==> src/rtl/wfetch_cmd_ctrl.sv <==
// Weight-fetch MM2S initiator: turns column indices into datamover commands, then frames and forwards
// the returned weight beats to the PE array.
module wfetch_cmd_ctrl #(
    parameter int NUM_PE        = 8,
    parameter int W_BW          = 8,
    parameter int LAYER_SIZE_BW = 10,
    parameter int MAX_OUT       = 4
) (
    input  logic                     s_axi_aclk,
    input  logic                     s_axi_areset,
    input  logic [31:0]              cfg_base_addr,
    input  logic [LAYER_SIZE_BW-1:0] cfg_col_beats,
    input  logic                     s_axis_idx_tvalid,
    output logic                     s_axis_idx_tready,
    input  logic [LAYER_SIZE_BW-1:0] s_axis_idx_tdata,
    input  logic                     s_axis_idx_tlast,
    output logic                     m_axis_cmd_tvalid,
    input  logic                     m_axis_cmd_tready,
    output logic [79:0]              m_axis_cmd_tdata,
    input  logic                     s_axis_w_tvalid,
    output logic                     s_axis_w_tready,
    input  logic [NUM_PE*W_BW-1:0]   s_axis_w_tdata,
    input  logic                     s_axis_w_tlast,
    output logic                     m_axis_w_tvalid,
    input  logic                     m_axis_w_tready,
    output logic [NUM_PE*W_BW-1:0]   m_axis_w_tdata,
    output logic                     m_axis_w_tlast,
    output logic [1:0]               err,
    output logic                     busy
);

    localparam int BEAT_BYTES = (NUM_PE * W_BW) / 8;
    localparam int PTR_W      = (MAX_OUT > 1) ? $clog2(MAX_OUT) : 1;
    localparam int CNT_W      = $clog2(MAX_OUT) + 1;
    localparam logic [CNT_W-1:0] MAX_OUT_C = CNT_W'(MAX_OUT);

    typedef enum logic [0:0] {
        CMD_IDLE  = 1'b0,
        CMD_ISSUE = 1'b1
    } cmd_state_t;

    cmd_state_t               state_r;
    cmd_state_t               state_nxt_s;
    logic [CNT_W-1:0]         outstanding_r;
    logic [LAYER_SIZE_BW-1:0] beat_cnt_r;
    logic [LAYER_SIZE_BW-1:0] col_beats_r;
    logic [31:0]              base_r;
    logic [3:0]               tag_r;
    logic [1:0]               err_r;
    logic                     first_r;
    logic [79:0]              cmd_data_r;
    logic                     cmd_last_r;
    logic [MAX_OUT-1:0]       flag_mem_r;
    logic [PTR_W-1:0]         wr_ptr_r;
    logic [PTR_W-1:0]         rd_ptr_r;

    logic                     idx_ready_s;
    logic                     idx_hs_s;
    logic                     push_s;
    logic                     pop_s;
    logic                     beat_hs_s;
    logic                     end_col_s;
    logic                     fifo_nonempty_s;
    logic [LAYER_SIZE_BW-1:0] eff_cb_s;
    logic [31:0]              eff_base_s;
    logic [22:0]              btt_s;
    logic [31:0]              saddr_s;

    // The first index of a sequence uses the live cfg values; later ones use the latched copy.
    assign eff_cb_s   = first_r ? cfg_col_beats : col_beats_r;
    assign eff_base_s = first_r ? cfg_base_addr : base_r;
    assign btt_s      = 23'(eff_cb_s) * 23'(BEAT_BYTES);
    assign saddr_s    = eff_base_s + 32'(s_axis_idx_tdata) * 32'(eff_cb_s) * 32'(BEAT_BYTES);

    assign fifo_nonempty_s = (outstanding_r != {CNT_W{1'b0}});
    assign idx_hs_s        = s_axis_idx_tvalid & s_axis_idx_tready;
    assign push_s          = (state_r == CMD_ISSUE) & m_axis_cmd_tready;
    assign beat_hs_s       = s_axis_w_tvalid & s_axis_w_tready;
    assign end_col_s       = (beat_cnt_r == (col_beats_r - LAYER_SIZE_BW'(1)));
    assign pop_s           = beat_hs_s & end_col_s;

    assign s_axis_idx_tready = idx_ready_s & ~s_axi_areset;
    assign m_axis_cmd_tvalid = (state_r == CMD_ISSUE);
    assign m_axis_cmd_tdata  = cmd_data_r;
    assign m_axis_w_tvalid   = s_axis_w_tvalid & fifo_nonempty_s;
    assign s_axis_w_tready   = m_axis_w_tready & fifo_nonempty_s;
    assign m_axis_w_tdata    = s_axis_w_tdata;
    assign m_axis_w_tlast    = end_col_s & flag_mem_r[rd_ptr_r] & fifo_nonempty_s;
    assign err               = err_r;
    assign busy              = (state_r != CMD_IDLE) | fifo_nonempty_s;

    // Command FSM next-state and index acceptance.
    always_comb begin
        state_nxt_s = state_r;
        idx_ready_s = 1'b0;
        case (state_r)
            CMD_IDLE: begin
                idx_ready_s = (outstanding_r < MAX_OUT_C);
                if (s_axis_idx_tvalid && idx_ready_s && (eff_cb_s != LAYER_SIZE_BW'(0))) begin
                    state_nxt_s = CMD_ISSUE;
                end else begin
                    state_nxt_s = CMD_IDLE;
                end
            end
            CMD_ISSUE: begin
                if (m_axis_cmd_tready) begin
                    state_nxt_s = CMD_IDLE;
                end else begin
                    state_nxt_s = CMD_ISSUE;
                end
            end
            default: state_nxt_s = CMD_IDLE;
        endcase
    end

    // Command side: state, sequence config latch, command word build, tag.
    always_ff @(posedge s_axi_aclk) begin
        if (s_axi_areset) begin
            state_r     <= CMD_IDLE;
            col_beats_r <= LAYER_SIZE_BW'(0);
            base_r      <= 32'd0;
            tag_r       <= 4'd0;
            first_r     <= 1'b1;
            cmd_data_r  <= 80'd0;
            cmd_last_r  <= 1'b0;
            err_r[1]    <= 1'b0;
        end else begin
            state_r <= state_nxt_s;
            if (idx_hs_s) begin
                if (first_r) begin
                    col_beats_r <= cfg_col_beats;
                    base_r      <= cfg_base_addr;
                end
                first_r <= s_axis_idx_tlast;
                if (eff_cb_s == LAYER_SIZE_BW'(0)) begin
                    err_r[1] <= 1'b1;
                end else begin
                    cmd_data_r <= {12'd0, tag_r, saddr_s, 1'b0, 1'b1, 6'd0, 1'b1, btt_s};
                    cmd_last_r <= s_axis_idx_tlast;
                end
            end
            if (push_s) begin
                tag_r <= tag_r + 4'd1;
            end
        end
    end

    // Outstanding count and the per-command last-of-sequence flag FIFO.
    always_ff @(posedge s_axi_aclk) begin
        if (s_axi_areset) begin
            outstanding_r <= {CNT_W{1'b0}};
            flag_mem_r    <= {MAX_OUT{1'b0}};
            wr_ptr_r      <= {PTR_W{1'b0}};
            rd_ptr_r      <= {PTR_W{1'b0}};
        end else begin
            if (push_s) begin
                flag_mem_r[wr_ptr_r] <= cmd_last_r;
                wr_ptr_r             <= wr_ptr_r + PTR_W'(1);
            end
            if (pop_s) begin
                rd_ptr_r <= rd_ptr_r + PTR_W'(1);
            end
            case ({push_s, pop_s})
                2'b10:   outstanding_r <= outstanding_r + CNT_W'(1);
                2'b01:   outstanding_r <= outstanding_r - CNT_W'(1);
                default: outstanding_r <= outstanding_r;
            endcase
        end
    end

    // Beat counter; framing follows the count, the datamover's tlast only feeds the error flag.
    always_ff @(posedge s_axi_aclk) begin
        if (s_axi_areset) begin
            beat_cnt_r <= LAYER_SIZE_BW'(0);
            err_r[0]   <= 1'b0;
        end else if (beat_hs_s) begin
            if (end_col_s) begin
                beat_cnt_r <= LAYER_SIZE_BW'(0);
            end else begin
                beat_cnt_r <= beat_cnt_r + LAYER_SIZE_BW'(1);
            end
            if (s_axis_w_tlast != end_col_s) begin
                err_r[0] <= 1'b1;
            end
        end
    end

endmodule

==> config.mk <==
export PLATFORM = sky130hd
export DESIGN_NAME = wfetch_cmd_ctrl
export DESIGN_NICKNAME = d
export VERILOG_FILES = /design/src/rtl/wfetch_cmd_ctrl.sv
export SDC_FILE = /design/constraint.sdc
export NUM_CORES = 1
export LEC_CHECK = 0
export BUFFER_PORTS_ARGS = -buffer_cell sky130_fd_sc_hd__buf_2
export CAP_MARGIN = 20
export CORE_MARGIN = 1
export CORE_UTILIZATION = 46
export CTS_BUF_LIST = sky130_fd_sc_hd__clkbuf_4 sky130_fd_sc_hd__clkbuf_8
export DETAILED_ROUTE_END_ITERATION = 10
export PLACE_DENSITY_LB_ADDON = 0.1
export SLEW_MARGIN = 10
export SYNTH_ARGS = -nofsm -noshare
export SYNTH_HDL_FRONTEND = slang
export SYNTH_SLANG_ARGS = --single-unit
==> constraint.sdc <==
create_clock -name s_axi_aclk -period 11.4 [get_ports s_axi_aclk]
set_input_delay 0.57 -clock s_axi_aclk [delete_from_list [all_inputs] [get_ports s_axi_aclk]]
set_output_delay 0.57 -clock s_axi_aclk [all_outputs]
set_load 0.005 [all_outputs]
-- Word level (Yosys, flattened, before mapping)
Cells that the tools add are included.
- memory bits (read-only): 0
- register bits: 120
- memories: 0
- bits of input ports: 124
- latch bits: 0
- memory bits (writable): 0
- logic and storage cells: 67
- shifts and indexed selects: 0
- multipliers: 1
- bitwise logic cells: 13
- div/mod/pow operators: 0
- equal/unequal tests: 4
- reductions and logical operators: 10
- mux-type cells: 13
- add/sub/neg operators: 8
- order comparisons: 4
- operators by type and width (operator ; count):
    adder 32 x 23 -> 32 bit ; 1
    2-to-1 mux 32 bit ; 1
    multiplier 10 x 10 -> 20 bit ; 1
    2-to-1 mux 10 bit ; 2
    adder 10 x 1 -> 10 bit, second input constant ; 1
    equality test 10 bit ; 1
    logical NOT 10 bit ; 1
    nonzero test 10 bit ; 1
    subtractor 10 x 1 -> 10 bit, second input constant ; 1
    bitwise AND 1 bit ; 9
    < comparator 2 x 3 -> 1 bit, second input constant ; 2
    one-hot mux 3 bit (2 select lines) ; 1
    AND reduction 2 bit ; 3
    2-to-1 mux 1 bit ; 5
    adder 2 x 1 -> 2 bit, second input constant ; 2
    adder 4 x 1 -> 4 bit, second input constant ; 1
    bitwise mux 4 bit ; 1
    adder 3 x 1 -> 3 bit, second input constant ; 1
    logical AND 1 bit ; 3
    < comparator 3 bit, second input constant ; 1
    NOT 1 bit ; 3
    nonzero test 3 bit ; 1
    subtractor 3 x 1 -> 3 bit, second input constant ; 1
    binary-select mux 1 bit (select 2 bit) ; 1
    8 further kinds ; 8

-- Depth between registers and ports, before layout
- depth in word-level cells: 6
- gate-level depth with buffers: 33
- depth with buffers taken out: 29

-- Worst setup path before layout
OpenSTA, ideal clock, no wires.
- path type: register to register
- start point: reg first_r
- end point: reg cmd_data_r[58], in the netlist m_axis_cmd_tdata[58]
- setup time: 0.074 ns
- cell stages (with the launch flop): 33
- buffers on the path: 5
- arrival time: 7.511 ns
- clock period less this slack: 7.585 ns
- path slack: 3.815 ns
- cells stage by stage: dfxtp_1 buf_2 buf_1 buf_2 mux2_2 clkbuf_1 nand2_1 fa_1 inv_1 fa_1 inv_1 fa_1 inv_1 fa_1 inv_1 fa_1 inv_1 ha_1 o21ai_0 nor4b_1 a31oi_1 a21oi_1 nand3b_1 nand3_1 ha_1 clkbuf_1 a21oi_1 o22ai_1 a2111oi_4 a211oi_2 or2_1 a211o_1 a31oi_1
- cells in the longest elaborated chain, start to end: 4
- elaborated cells between the ends (all ways): 7
- classes of those cells: add/sub: 1; mul: 1; mux: 2; bitwise: 1; reduce/logical: 2
- ends and longest elaborated chain (item ; RTL line ; text):
    start, declared ; 50 ; logic first_r;
    start signal, assigned ; 134 ; first_r <= s_axis_idx_tlast;
    branches (longest 4 deep; another with adder 32 x 23 -> 32 bit) ; -- ;
    end signal, assigned ; 138 ; cmd_data_r <= {12'd0, tag_r, saddr_s, 1'b0, 1'b1, 6'd0, 1'b1, btt_s};
    end, declared ; 51 ; logic [79:0] cmd_data_r;
Parallel ways; which one is timed is not known.
A chain may end at the register's enable or synchronous reset.

-- Final worst setup path
Ends and elaborated chain as after synthesis.

==> impl_metrics.tcl <==
set metrics [dict create \
    slew_headroom_pct 36.4 \
    p_total_uw 3290 \
    place_congestion 0.882 \
    final_cell_mix "196 x nand2_1, 118 x dfxtp_1, 114 x buf_2" \
    yosysWarnings 0 \
    core.rowCount 55 \
    yosys-top-cells-area "dfxtp_1 22%, fa_1 12%, ha_1 9.9%, buf_4 6.8%, nand2_1 6.8%" \
    die_w_um 156 \
    antennaDiodeCount 0 \
    crit_type "reg2reg" \
    synth_top_area_share_pct 21.9 \
    crit_arrival_ns 8.18 \
    setup_viol 0 \
    hold_buffers 0 \
    slew_violations 0 \
    synth_seq_area_share_pct 21.9 \
    numCtsBuffers 17 \
    synth-async-reset-ratio_pct 0 \
    worst_pin_slew_ns 0.927 \
    worst_setup_path_start_kind "flip-flop" \
    period_minus_slack_ns 7.81 \
    dpl.hpwl_mm 20.7 \
    grt_util_all_layers_pct 23.3 \
    dieArea_sq_mm 0.0243 \
    peakVddDrop_uv 217 \
    via_count 8950 \
    drt_iter0_drc 501 \
    multi_input_area_sq_mm 0.00725 \
    post_cts_buffers 0 \
    dieHeight_um 156 \
    fin_crit_sh_pct 68.5 \
    drt_first_pass_iters 5 \
    grt_max_degree 74 \
    cp_max_fo 16 \
    start_util_pct 47.5 \
    port_buffers 115 \
    clk_pin_slew_worst_paths_ns 0.08 \
    ant_nets 0 \
    fp.coreArea_sq_mm 0.0229 \
    max_freq_mhz 128 \
    wl_per_cell_um 16.1 \
    ioPinCount 276 \
    vias_per_cell 5.32 \
    max_stage_delay_ns 0.82 \
    synth_area_sq_mm 0.0109 \
    path_common_cell "fa_1" \
    ys_ff_latch 119 \
    seqCellArea_sq_mm 0.00238 \
    cp_top_family "adder cells" \
    cts_tree "yes" \
    synth_area_leader_cell "dfxtp_1" \
    cts.htree.levels 4 \
    finalSetupTns_ns 0 \
    gr-total-overflow 0 \
    cp_num_buf_inv 4 \
    cts_buffer_depth 2 \
    hp-class "in2reg" \
    power.density_mw_per_mm2 287 \
    syn_area_per_cell_sq_um 8.05 \
    grt_setup_unrepaired "false" \
    clock-sinks 119 \
    clk_latency_ns 0.45 \
    synth_cell_types 69 \
    drive_above_1_share_pct 14.8 \
    syn2layout_area_growth_pct 5.29 \
    drt-total-wl_mm 27.1 \
    final_nets 1630 \
    outcome "completed" \
    syn_inst 1351 \
    worstPathRequired_ns 11.77 \
    cp_slowest_cell "mux2i_1" \
    dominantRegCellSynth "dfxtp_1" \
    leakagePower_uw 0.00530 \
    critPathCaptureType "flip-flop" \
    drv_cap 0 \
    hold_viol_final 0 \
    nFillCells 2255 \
    grt_first_pass_wirelength_mm 44.5 \
    root_buffer "clkbuf_8" \
    design_area_sq_mm 0.0115 \
    cts-resized-gates 0 \
    dpl_cell_area_sq_mm 0.0110 \
    mostFrequentLayoutCell "nand2_1" \
    drc_errors 0 \
    antenna_found_initial 0 \
    fin_skew_ns 0.0138 \
    synth_edf_count 0 \
    ff2ff_setup_slack_ns 3.59 \
    grt_pass1_vias 8649 \
]
==> power by group <==
group | internal [uW] | total [uW] | switching, uW
Combinational | 951 | 2360 | 1410
Sequential | 460 | 487 | 27.4
Clock | 244 | 442 | 198
Total | 1650 | 3290 | 1630
==> cell type report <==
| cell class | count | area share (%) |
|---|---|---|
| flip-flops and latches | 119 | 20.8 |
| multi-input cells | 1002 | 63.3 |
| repair buffers | 123 | 5.55 |
| clock buffers | 21 | 2.52 |
| clock inverters | 11 | 1.38 |
| well taps | 313 | 3.42 |
| inverters | 93 | 3.05 |
==> metal layers <==
metal | track usage [%] | part of all wire [%] | wire length, um
met1 | 31.4 | 47 | 12800
met2 | 38.0 | 47 | 12700
met3 | 3.94 | 4.1 | 1110
met4 | 6.72 | 1.6 | 443
met5 | 0 | 0 | 0
==> registers in the layout (all words and copies together) (netlist names), 3 cells and up <==
| name | count |
|---|---|
| base_r | 32 |
| beat_cnt_r | 10 |
| col_beats_r | 10 |
| flag_mem_r | 4 |
| m_axis_cmd_tdata | 47 |
| outstanding_r | 3 |
| tag_r | 4 |
==> synthesized netlist by cell type, drive strengths merged, types with 7 or more instances <==
master	instances
nand2	196
buf	121
dfxtp	119
a21oi	105
inv	92
ha	86
nor2	84
fa	64
and2	50
clkbuf	47
o21ai	39
nand3	35
xnor2	29
mux2	27
a211oi	22
nor2b	22
and3	19
nor3	19
xor2	18
a31oi	17
mux2i	15
a21o	14
nand4	11
nor4	10
o21a	10
nand2b	8
nor3b	7
==> worst reg2reg max path, cell delays in order, from the launching register on <==
cell	delay, ns
dfxtp_2	0.53
mux2i_1	0.83
nor2b_1	0.14
fa_1	0.43
fa_1	0.54
inv_1	0.05
fa_1	0.47
inv_1	0.05
fa_1	0.53
inv_1	0.06
fa_1	0.53
inv_1	0.04
ha_1	0.34
o21ai_0	0.12
nor4b_1	0.25
a31oi_1	0.10
a21oi_1	0.27
nand3b_1	0.15
nand3_1	0.09
ha_1	0.40
a21oi_1	0.32
o22ai_1	0.20
a2111oi_4	0.40
a211oi_2	0.16
or2_1	0.27
a211o_1	0.30
a31oi_1	0.16
==> through the flow <==
step / hold slack [ns] / setup slack, ns / instances / utilization (%)
after floorplan: 0.433 / 3.81 / 1382 / -
after global placement: 0.439 / 3.67 / 1649 / 48.0
after detailed placement: 0.442 / 3.54 / 1649 / 48.0
after CTS: 0.339 / 3.56 / 1681 / 50.0
after global routing: 0.359 / 2.94 / 1682 / 50.0
final: 0.368 / 3.59 / 1682 / 50.0
==> final timing paths <==
check                                                        from                                end  cells past startpoint
worst max register to register               first_r$_SDFFE_PP1P_  m_axis_cmd_tdata[58]$_SDFFE_PP0P_                     26
worst max-delay path                         first_r$_SDFFE_PP1P_  m_axis_cmd_tdata[58]$_SDFFE_PP0P_                     26
worst min-delay path                             cfg_base_addr[0]             base_r[0]$_SDFFE_PP0P_                      3
worst min register to register  m_axis_cmd_tdata[49]$_SDFFE_PP0P_  m_axis_cmd_tdata[49]$_SDFFE_PP0P_                      2
==> cells by family (layout without fill, tap and decap cells) <==
logic type               count (synthesis)  count (layout)  synth area share, %
AO/OA/AOI/OAI                          241             241                 13.7
XOR/XNOR                                47              47                 3.78
adder cells (fa/ha/maj)                150             150                 21.7
buffers and inverters                  261             248                 12.6
flip-flops                             119             119                 21.9
multiplexers                            43              43                 4.38
other                                    1              32               0.0345
AND/OR/NAND/NOR                        489             489                 21.9
Note: power is estimated with default switching activity, not from simulation.
